==> config.mk <==
export PLATFORM = sky130hd
export DESIGN_NAME = ysyx_041461_wb_trap_ctrl
export DESIGN_NICKNAME = d
export VERILOG_FILES = /design/src/rtl/ysyx_041461_wb_trap_ctrl_pkg.sv /design/src/rtl/ysyx_041461_csr_file.sv /design/src/rtl/ysyx_041461_wb_trap_ctrl.sv
export SDC_FILE = /design/constraint.sdc
export NUM_CORES = 1
export LEC_CHECK = 0
export ABC_AREA = 0
export BUFFER_PORTS_ARGS = -buffer_cell sky130_fd_sc_hd__buf_2
export CAP_MARGIN = 10
export CELL_PAD_IN_SITES_DETAIL_PLACEMENT = 0
export CELL_PAD_IN_SITES_GLOBAL_PLACEMENT = 1
export CORE_MARGIN = 2
export CORE_UTILIZATION = 39
export CTS_CLUSTER_DIAMETER = 60
export DETAILED_ROUTE_END_ITERATION = 10
export PLACE_DENSITY = 0.79
export SETUP_SLACK_MARGIN = 0.05
export SYNTH_ARGS = -nofsm -noshare
export SYNTH_HDL_FRONTEND = slang
export SYNTH_SLANG_ARGS = --single-unit
export TNS_END_PERCENT = 1
==> constraint.sdc <==
create_clock -name clk -period 10.6 [get_ports clk]
set_clock_uncertainty 0.15 [all_clocks]
set_input_delay 0.53 -clock clk [delete_from_list [all_inputs] [get_ports clk]]
set_output_delay 0.53 -clock clk [all_outputs]
set_load 0.005 [all_outputs]
==> src/rtl/ysyx_041461_wb_trap_ctrl_pkg.sv <==
// ---------------------------------------------------------------------------
// ysyx_041461_wb_trap_ctrl_pkg
//   Shared constants for the WB-stage trap/CSR controller: IF-stage redirect
//   codes, controller FSM states, machine-mode CSR addresses, trap cause
//   codes and mstatus bit positions.
//   Optional feature macro used by the importing files:
//   YSYX_041461_TRAP_INT_EN (enables the machine timer interrupt path).
// ---------------------------------------------------------------------------
package ysyx_041461_wb_trap_ctrl_pkg;

    // Redirect code presented to the IF-stage PC register
    typedef enum logic [1:0] {
        IFREG_NOP   = 2'b00,
        IFREG_MTVEC = 2'b01,
        IFREG_MEPC  = 2'b10
    } ifreg_ctrl_e;

    typedef enum logic [1:0] {
        ST_IDLE      = 2'b00,
        ST_PEND_TVEC = 2'b01,
        ST_PEND_EPC  = 2'b10
    } trap_state_e;

    // Machine-mode CSR map
    localparam logic [11:0] CSR_MSTATUS  = 12'h300;
    localparam logic [11:0] CSR_MIE      = 12'h304;
    localparam logic [11:0] CSR_MTVEC    = 12'h305;
    localparam logic [11:0] CSR_MSCRATCH = 12'h340;
    localparam logic [11:0] CSR_MEPC     = 12'h341;
    localparam logic [11:0] CSR_MCAUSE   = 12'h342;
    localparam logic [11:0] CSR_MIP      = 12'h344;

    // Trap cause codes (mcause[62:0])
    localparam logic [62:0] CAUSE_ECALL_M = 63'd11;
    localparam logic [62:0] CAUSE_BREAK   = 63'd3;
    localparam logic [62:0] CAUSE_MTI     = 63'd7;

    // mstatus / mie / mip bit positions
    localparam int MSTATUS_MIE    = 3;
    localparam int MSTATUS_MPIE   = 7;
    localparam int MSTATUS_MPP_LO = 11;
    localparam int MSTATUS_MPP_HI = 12;
    localparam int MIE_MTIE       = 7;
    localparam int MIP_MTIP       = 7;

    // Only MIE, MPIE and MPP are software-writable in mstatus
    localparam logic [63:0] MSTATUS_WMASK = 64'h0000_0000_0000_1888;

    function automatic logic [63:0] mk_cause(input logic irq, input logic [62:0] code);
        return {irq, code};
    endfunction

endpackage

==> src/rtl/ysyx_041461_csr_file.sv <==
// ---------------------------------------------------------------------------
// ysyx_041461_csr_file
//   Machine-mode CSR storage with legalised software writes, a combinational
//   read mux, and the trap-entry / mret side effects on mstatus/mepc/mcause.
//   Ports:
//     clk, rst          clock, asynchronous active-high reset
//     we/waddr/wdata    gated CSR write (already filtered by the controller)
//     trap_en/trap_pc/trap_cause  trap entry side effects
//     mret_en           mret side effects on mstatus
//     timer_irq         MTIP level, reflected in mip
//     raddr/rdata       combinational read port (pre-write value)
//     mtvec/mepc/mcause registered CSR values for the redirect path
//     mstatus_mie/mie_mtie  interrupt enable bits
//   Macro YSYX_041461_TRAP_INT_EN: when undefined, mie/mip read 0, mie writes
//   are dropped and mcause[63] can never be set.
// ---------------------------------------------------------------------------
module ysyx_041461_csr_file
    import ysyx_041461_wb_trap_ctrl_pkg::*;
#(
    parameter logic [63:0] RST_MTVEC   = 64'h0,
    parameter logic [63:0] RST_MSTATUS = 64'h0000_0000_0000_1800
) (
    input  logic        clk,
    input  logic        rst,
    input  logic        we,
    input  logic [11:0] waddr,
    input  logic [63:0] wdata,
    input  logic        trap_en,
    input  logic [63:0] trap_pc,
    input  logic [63:0] trap_cause,
    input  logic        mret_en,
    input  logic        timer_irq,
    input  logic [11:0] raddr,
    output logic [63:0] rdata,
    output logic [63:0] mtvec,
    output logic [63:0] mepc,
    output logic [63:0] mcause,
    output logic        mstatus_mie,
    output logic        mie_mtie
);

    logic [63:0] mstatus_q, mstatus_d;
    logic [63:0] mie_q, mie_d;
    logic [63:0] mtvec_q, mtvec_d;
    logic [63:0] mscratch_q, mscratch_d;
    logic [63:0] mepc_q, mepc_d;
    logic [63:0] mcause_q, mcause_d;
    logic [63:0] mip_val;

`ifdef YSYX_041461_TRAP_INT_EN
    localparam logic [63:0] MCAUSE_WMASK = '1;
    always_comb begin
        mip_val           = '0;
        mip_val[MIP_MTIP] = timer_irq;
    end
`else
    // Without the interrupt path, mcause[63] is never set by any route
    localparam logic [63:0] MCAUSE_WMASK = 64'h7FFF_FFFF_FFFF_FFFF;
    logic unused_timer_irq;
    assign unused_timer_irq = timer_irq;
    assign mip_val          = '0;
`endif

    always_comb begin
        mstatus_d  = mstatus_q;
        mie_d      = mie_q;
        mtvec_d    = mtvec_q;
        mscratch_d = mscratch_q;
        mepc_d     = mepc_q;
        mcause_d   = mcause_q;
        if (trap_en) begin
            mepc_d                                 = trap_pc;
            mcause_d                               = trap_cause & MCAUSE_WMASK;
            mstatus_d[MSTATUS_MPIE]                = mstatus_q[MSTATUS_MIE];
            mstatus_d[MSTATUS_MIE]                 = 1'b0;
            mstatus_d[MSTATUS_MPP_HI:MSTATUS_MPP_LO] = 2'b11;
        end else if (mret_en) begin
            mstatus_d[MSTATUS_MIE]                 = mstatus_q[MSTATUS_MPIE];
            mstatus_d[MSTATUS_MPIE]                = 1'b1;
            mstatus_d[MSTATUS_MPP_HI:MSTATUS_MPP_LO] = 2'b11;
        end else if (we) begin
            unique case (waddr)
                CSR_MSTATUS:  mstatus_d  = (mstatus_q & ~MSTATUS_WMASK) | (wdata & MSTATUS_WMASK);
`ifdef YSYX_041461_TRAP_INT_EN
                CSR_MIE:      mie_d      = wdata;
`endif
                CSR_MTVEC:    mtvec_d    = {wdata[63:2], 1'b0, wdata[0]};
                CSR_MSCRATCH: mscratch_d = wdata;
                CSR_MEPC:     mepc_d     = {wdata[63:2], 2'b00};
                CSR_MCAUSE:   mcause_d   = wdata & MCAUSE_WMASK;
                default: ;  // mip is read-only; unknown addresses drop the write
            endcase
        end
    end

    always_ff @(posedge clk or posedge rst) begin
        if (rst) begin
            mstatus_q  <= RST_MSTATUS;
            mie_q      <= '0;
            mtvec_q    <= RST_MTVEC;
            mscratch_q <= '0;
            mepc_q     <= '0;
            mcause_q   <= '0;
        end else begin
            mstatus_q  <= mstatus_d;
            mie_q      <= mie_d;
            mtvec_q    <= mtvec_d;
            mscratch_q <= mscratch_d;
            mepc_q     <= mepc_d;
            mcause_q   <= mcause_d;
        end
    end

    // Pre-write read value; ID is stalled on a WB address match upstream
    always_comb begin
        rdata = '0;
        unique case (raddr)
            CSR_MSTATUS:  rdata = mstatus_q;
            CSR_MIE:      rdata = mie_q;
            CSR_MTVEC:    rdata = mtvec_q;
            CSR_MSCRATCH: rdata = mscratch_q;
            CSR_MEPC:     rdata = mepc_q;
            CSR_MCAUSE:   rdata = mcause_q;
            CSR_MIP:      rdata = mip_val;
            default:      rdata = '0;
        endcase
    end

    assign mtvec       = mtvec_q;
    assign mepc        = mepc_q;
    assign mcause      = mcause_q;
    assign mstatus_mie = mstatus_q[MSTATUS_MIE];
    assign mie_mtie    = mie_q[MIE_MTIE];

endmodule

==> src/rtl/ysyx_041461_wb_trap_ctrl.sv <==
// ---------------------------------------------------------------------------
// ysyx_041461_wb_trap_ctrl
//   WB-stage trap/CSR controller. Detects timer interrupt, ecall, ebreak and
//   mret on the WB instruction, updates the machine CSRs, and holds a
//   redirect request (ctrl/mtvec/mepc/cause) towards the IF-stage PC register
//   until it is consumed, flushing the pipeline meanwhile.
//   Ports:
//     clk, rst                 clock, asynchronous active-high reset
//     wb_*                     WB instruction info and CSR write request
//     csr_raddr/csr_rdata      ID CSR read port (combinational)
//     timer_irq                MTIP level
//     ifreg_enable             PC register consumes the redirect this cycle
//     ifreg_ctrl/mtvec/mepc/cause  redirect request
//     wb_kill                  drop the WB register write (interrupt taken)
//     flush                    squash IF/ID/EX/MEM while a redirect pends
//   Macro YSYX_041461_TRAP_INT_EN enables the timer interrupt path; without it
//   timer_irq is ignored, ifreg_cause is 0 and wb_kill is 0.
// ---------------------------------------------------------------------------
module ysyx_041461_wb_trap_ctrl
    import ysyx_041461_wb_trap_ctrl_pkg::*;
#(
    parameter logic [63:0] RST_MTVEC   = 64'h0,
    parameter logic [63:0] RST_MSTATUS = 64'h0000_0000_0000_1800
) (
    input  logic        clk,
    input  logic        rst,
    input  logic        wb_valid,
    input  logic [63:0] wb_pc,
    input  logic        wb_ecall,
    input  logic        wb_ebreak,
    input  logic        wb_mret,
    input  logic        wb_csr_we,
    input  logic [11:0] wb_csr_waddr,
    input  logic [63:0] wb_csr_wdata,
    input  logic [11:0] csr_raddr,
    output logic [63:0] csr_rdata,
    input  logic        timer_irq,
    input  logic        ifreg_enable,
    output logic [1:0]  ifreg_ctrl,
    output logic [63:0] ifreg_mtvec,
    output logic [63:0] ifreg_mepc,
    output logic [62:0] ifreg_cause,
    output logic        wb_kill,
    output logic        flush
);

    trap_state_e state_q, state_d;
    ifreg_ctrl_e ctrl_q, ctrl_d;
    logic        flush_q, flush_d;

    logic        trap_en, mret_en, csr_we_g, kill_c, irq_take;
    logic [63:0] trap_cause;
    logic [63:0] mcause;
    logic        mstatus_mie, mie_mtie;

    ysyx_041461_csr_file #(
        .RST_MTVEC   (RST_MTVEC),
        .RST_MSTATUS (RST_MSTATUS)
    ) u_csr (
        .clk         (clk),
        .rst         (rst),
        .we          (csr_we_g),
        .waddr       (wb_csr_waddr),
        .wdata       (wb_csr_wdata),
        .trap_en     (trap_en),
        .trap_pc     (wb_pc),
        .trap_cause  (trap_cause),
        .mret_en     (mret_en),
        .timer_irq   (timer_irq),
        .raddr       (csr_raddr),
        .rdata       (csr_rdata),
        .mtvec       (ifreg_mtvec),
        .mepc        (ifreg_mepc),
        .mcause      (mcause),
        .mstatus_mie (mstatus_mie),
        .mie_mtie    (mie_mtie)
    );

`ifdef YSYX_041461_TRAP_INT_EN
    assign irq_take    = mstatus_mie & mie_mtie & timer_irq;
    // Vectored-mode offset only meaningful for interrupts while redirecting
    assign ifreg_cause = (flush_q && mcause[63]) ? mcause[62:0] : '0;
    assign wb_kill     = kill_c;
`else
    logic unused_int;
    assign unused_int  = mstatus_mie ^ mie_mtie ^ timer_irq ^ kill_c ^ (^mcause);
    assign irq_take    = 1'b0;
    assign ifreg_cause = '0;
    assign wb_kill     = 1'b0;
`endif

    // Priority: interrupt > ecall > ebreak > mret > CSR write. A trapping
    // instruction's CSR write is dropped; nothing is sampled while pending.
    always_comb begin
        state_d    = state_q;
        ctrl_d     = ctrl_q;
        flush_d    = flush_q;
        trap_en    = 1'b0;
        mret_en    = 1'b0;
        csr_we_g   = 1'b0;
        kill_c     = 1'b0;
        trap_cause = '0;
        unique case (state_q)
            ST_IDLE: begin
                if (wb_valid) begin
                    if (irq_take) begin
                        trap_en    = 1'b1;
                        kill_c     = 1'b1;  // instruction re-executes after mret
                        trap_cause = mk_cause(1'b1, CAUSE_MTI);
                    end else if (wb_ecall) begin
                        trap_en    = 1'b1;
                        trap_cause = mk_cause(1'b0, CAUSE_ECALL_M);
                    end else if (wb_ebreak) begin
                        trap_en    = 1'b1;
                        trap_cause = mk_cause(1'b0, CAUSE_BREAK);
                    end else if (wb_mret) begin
                        mret_en = 1'b1;
                        state_d = ST_PEND_EPC;
                        ctrl_d  = IFREG_MEPC;
                        flush_d = 1'b1;
                    end else if (wb_csr_we) begin
                        csr_we_g = 1'b1;
                    end
                    if (trap_en) begin
                        state_d = ST_PEND_TVEC;
                        ctrl_d  = IFREG_MTVEC;
                        flush_d = 1'b1;
                    end
                end
            end
            ST_PEND_TVEC, ST_PEND_EPC: begin
                if (ifreg_enable) begin
                    state_d = ST_IDLE;
                    ctrl_d  = IFREG_NOP;
                    flush_d = 1'b0;
                end
            end
            default: begin
                state_d = ST_IDLE;
                ctrl_d  = IFREG_NOP;
                flush_d = 1'b0;
            end
        endcase
    end

    always_ff @(posedge clk or posedge rst) begin
        if (rst) begin
            state_q <= ST_IDLE;
            ctrl_q  <= IFREG_NOP;
            flush_q <= 1'b0;
        end else begin
            state_q <= state_d;
            ctrl_q  <= ctrl_d;
            flush_q <= flush_d;
        end
    end

    assign ifreg_ctrl = ctrl_q;
    assign flush      = flush_q;

endmodule
==> Implementation_results.wiki <==
{| class="wikitable"
! Metric !! Value
|-
| Sequential cell area || between 6000 and 7000 µm²
|-
| Min Clock Period, post-route || about 3.9 ns
|-
| Quantity of I/O buffers inserted on ports || 353
|-
| Worst-skew pair later-pin latency || around 0.56 ns
|-
| Slew at the pin closest to its max-slew limit || 1.036 ns
|-
| Number of distinct library cells after synthesis || 50
|-
| Synthesized-area fraction occupied by and/or/nand/nor cells || 0.1189
|-
| Number of buffers created by CTS || 31
|-
| Share of synthesized cell area in full adder, half adder and majority cells || 0.0009330
|-
| Worst reg2reg setup slack || about 6.7 ns
|-
| Endpoint type of the worst setup path || flip-flop
|-
| Final weighted congestion of routability-driven global placement || 0.8317
|-
| TritonRoute pass-1 iters || 5
|-
| Total power per unit cell area || approximately 180 nW/µm²
|-
| Vertical die dimension || 189.4 µm
|-
| Die outline width || about 190 µm
|-
| Area of the die || ~36000 µm²
|-
| Routed WL || around 48 mm
|-
| Cells on worst reg2reg path || 7
|-
| Maximum number of pins on one net before global-route repair || about 120
|-
| Setup bufs post-CTS || 0
|-
| Initial core utilization || 0.3979
|-
| Top_reg_cell synth || dfrtp_1
|-
| Synth warn || 0
|-
| TritonCTS Sinks || around 260
|-
| Root cell of the clock tree || clkbuf_16
|-
| Via count of the first global-routing pass || between 10000 and 15000
|-
| Drt wl/cell || roughly 23 µm
|-
| TritonCTS clock tree || yes
|-
| H-Tree Level Count || 1
|-
| Final ANT Viol Nets || 0
|-
| GRT overflow || 0
|-
| Worst-case vdd ir drop || roughly 0.00012 V
|-
| NumNets Final || 1747
|-
| First-pass GRT wire length || approximately 74 mm
|-
| Path class of the lowest-slack min-delay path || in -> async
|-
| Share of layout cells above drive strength 1 || 0.3224
|-
| Number of resized instances in the post-cts repair step || 0
|-
| Critical Path Fanout Max || 40
|-
| Xor-xnor portion of the synthesized cell area || 0
|-
| Multiplexer area fraction after synthesis || 0.1106
|-
| Number of enable flip-flop cells after synthesis || 0
|-
| Multi-input gate area || just over 6000 µm²
|-
| Number of design-rule violations left by the first detailed-router iteration || between 800 and 900
|-
| Area growth syn-to-layout || 20.80%
|-
| Critical register-to-register path startpoint || ifreg_ctrl[1]
|-
| Arrival time of the worst setup path || 4.24 ns
|-
| Count of unresolved DRC violations after routing || 0
|-
| Max-slew violation count || 0
|-
| IO Count || 420
|-
| Syn Std Cell Area || roughly 13000 µm²
|-
| Average cell area after synthesis || a little over 10 µm²
|-
| Final-report setup violation count || 0
|-
| Reported max-cap violation count || 0
|-
| Share of the synthesized area in compound gates (AO/OA/AOI/OAI) || 0.2014
|-
| Category of the most critical setup path || reg -> reg
|-
| Period utilisation layout || 0.3725
|-
| Via density || approximately 6
|-
| Maximum buffer depth of the clock tree || 3
|-
| FILL cells || 3247
|-
| Count of mapped cells out of synthesis || 1314
|-
| Outcome || complete, no violations
|-
| Antenna violations before repair || 1
|-
| Clock slew at the register clock pins of the worst setup and hold paths || 0.06 ns
|-
| Number of hold buffers added after CTS || 0
|-
| Placeable Area || about 34000 µm²
|-
| Leakage || around 7.7 nW
|-
| Maximum operating frequency || ~250 MHz
|-
| Asr flop ratio synth || 1.000
|-
| Antenna diode instance count || 0
|-
| Dominant combinational cell family by area after synthesis || compound AO/OA/AOI/OAI gates
|-
| Setup TNS || 0 ns
|-
| Half-perimeter wire length after placement || ~30 mm
|-
| Required time of the worst setup path || ~11 ns
|-
| DR vias || ~12000
|-
| Row count || 67
|-
| Worst slew slack as a fraction of its limit || 0.3096
|-
| Hold Vio Cnt, Final || 0
|-
| Reg-to-reg critical path endpoint || u_csr.mtvec[4]
|-
| Overall fraction of global-route tracks in use || 0.2603
|-
| Element type at the critical path start || flip-flop
|-
| Setup repair after global routing missed its margin || false
|-
| Sequential fraction of the synthesis area || 0.4872
|-
| Flop and latch count out of synthesis || between 200 and 300
|-
| Total power consumption of the routed design || around 2.9 mW
|}
## cell type report
class                      count  share of cell area
multi-input combinational    909              0.3772
clock inverter                14            0.008882
tap                          448             0.03460
inverter                       4            0.001390
sequential                   261              0.4033
timing repair buffer         378              0.1206
clock buffer                  44             0.05399
## flip-flops by register name, summed over array words and instances (netlist names)
register	cells
flush	1
u_csr.mepc	64
u_csr.mscratch_q	64
u_csr.mcause	63
u_csr.mstatus_q	4
u_csr.mtvec	63
ifreg_ctrl	2
## per-stage QoR
step                  util  instance area, µm²  hold slack [ns]  worst slack (ns)  instances
floorplan                -               13650           0.3102             2.740       1378
global placement    0.4505               15180           0.3191             6.688       2000
detailed placement  0.4505               15180           0.3314             6.624       2000
CTS                 0.4807               16200          0.01535             6.638       2058
global route        0.4807               16200          0.04079             6.449       2058
finish              0.4807               16200         0.006591             6.651       2058
## placed cells by master, fill, tap and decap left out, types with 63 or more instances in the layout
| master | netlist | final |
|---|---|---|
| o31ai_1 | 63 | 63 |
| nand4_1 | 65 | 65 |
| a21oi_1 | 63 | 63 |
| o21ai_0 | 69 | 69 |
| mux2_2 | 69 | 69 |
| conb_1 | 1 | 65 |
| nand3_1 | 70 | 70 |
| nor2_1 | 130 | 129 |
| buf_2 | 7 | 353 |
| dfrtp_1 | 259 | 259 |
## worst max path at each step
stage / slack, ns / to / cells past startpoint / from
2_1_floorplan: 2.74 / flush / 1 / rst
3_3_place_gp: 6.69 / u_csr.mtvec[9] / 6 / wb_ecall
3_5_place_dp: 6.62 / u_csr.mtvec[17] / 6 / wb_ecall
4_1_cts: 6.64 / u_csr.mtvec[17] / 7 / ifreg_ctrl[1]
5_1_grt: 6.45 / u_csr.mtvec[4] / 7 / ifreg_ctrl[1]
6_report: 6.65 / u_csr.mtvec[4] / 7 / ifreg_ctrl[1]
## routing by layer
metal	track usage	wire (µm)	vias to the layer above
li1	-	-	5398
met1	0.3441	19640	6258
met2	0.4420	23240	618
met3	0.03689	3742	77
met4	0.08110	1328	0
met5	0	0	-
## Yosys cell counts, types with 7 or more instances
| cell type | number | area, µm² |
|---|---|---|
| nor2_1 | 130 | 488.0 |
| buf_2 | 7 | 35.03 |
| a22oi_1 | 60 | 450.4 |
| o31ai_1 | 63 | 473.0 |
| a221o_1 | 62 | 620.6 |
| nand3_1 | 70 | 350.3 |
| buf_1 | 8 | 30.03 |
| clkbuf_1 | 117 | 439.2 |
| nand4_1 | 65 | 406.6 |
| dfrtp_1 | 259 | 6481 |
| a21oi_1 | 63 | 315.3 |
| buf_4 | 66 | 495.5 |
| mux2_2 | 69 | 777.0 |
| o21ai_0 | 69 | 345.3 |
| nand2_1 | 12 | 45.04 |
| mux2_1 | 60 | 675.7 |
| a31oi_1 | 62 | 387.9 |
## critical path: stages, from the launching register on
cell and delay (ns):
dfrtp_1 0.39, inv_1 0.09, ha_1 0.28, nand4_1 0.36
nor4_1 0.75, and4b_4 0.72, buf_4 0.65, mux2_2 0.40
## cells by family after synthesis
family,Yosys count
mux,132
buf+inv,208
flops,261
other cells,1
compound gates,393
simple gates,318
fa+ha+maj,1
## power breakdown
part	internal, mW	switching, mW
clock network	0.624	0.436
registers	1.13	0.115
logic	0.235	0.333
total	1.98	0.884
Note: power is estimated with default switching activity, not from simulation.
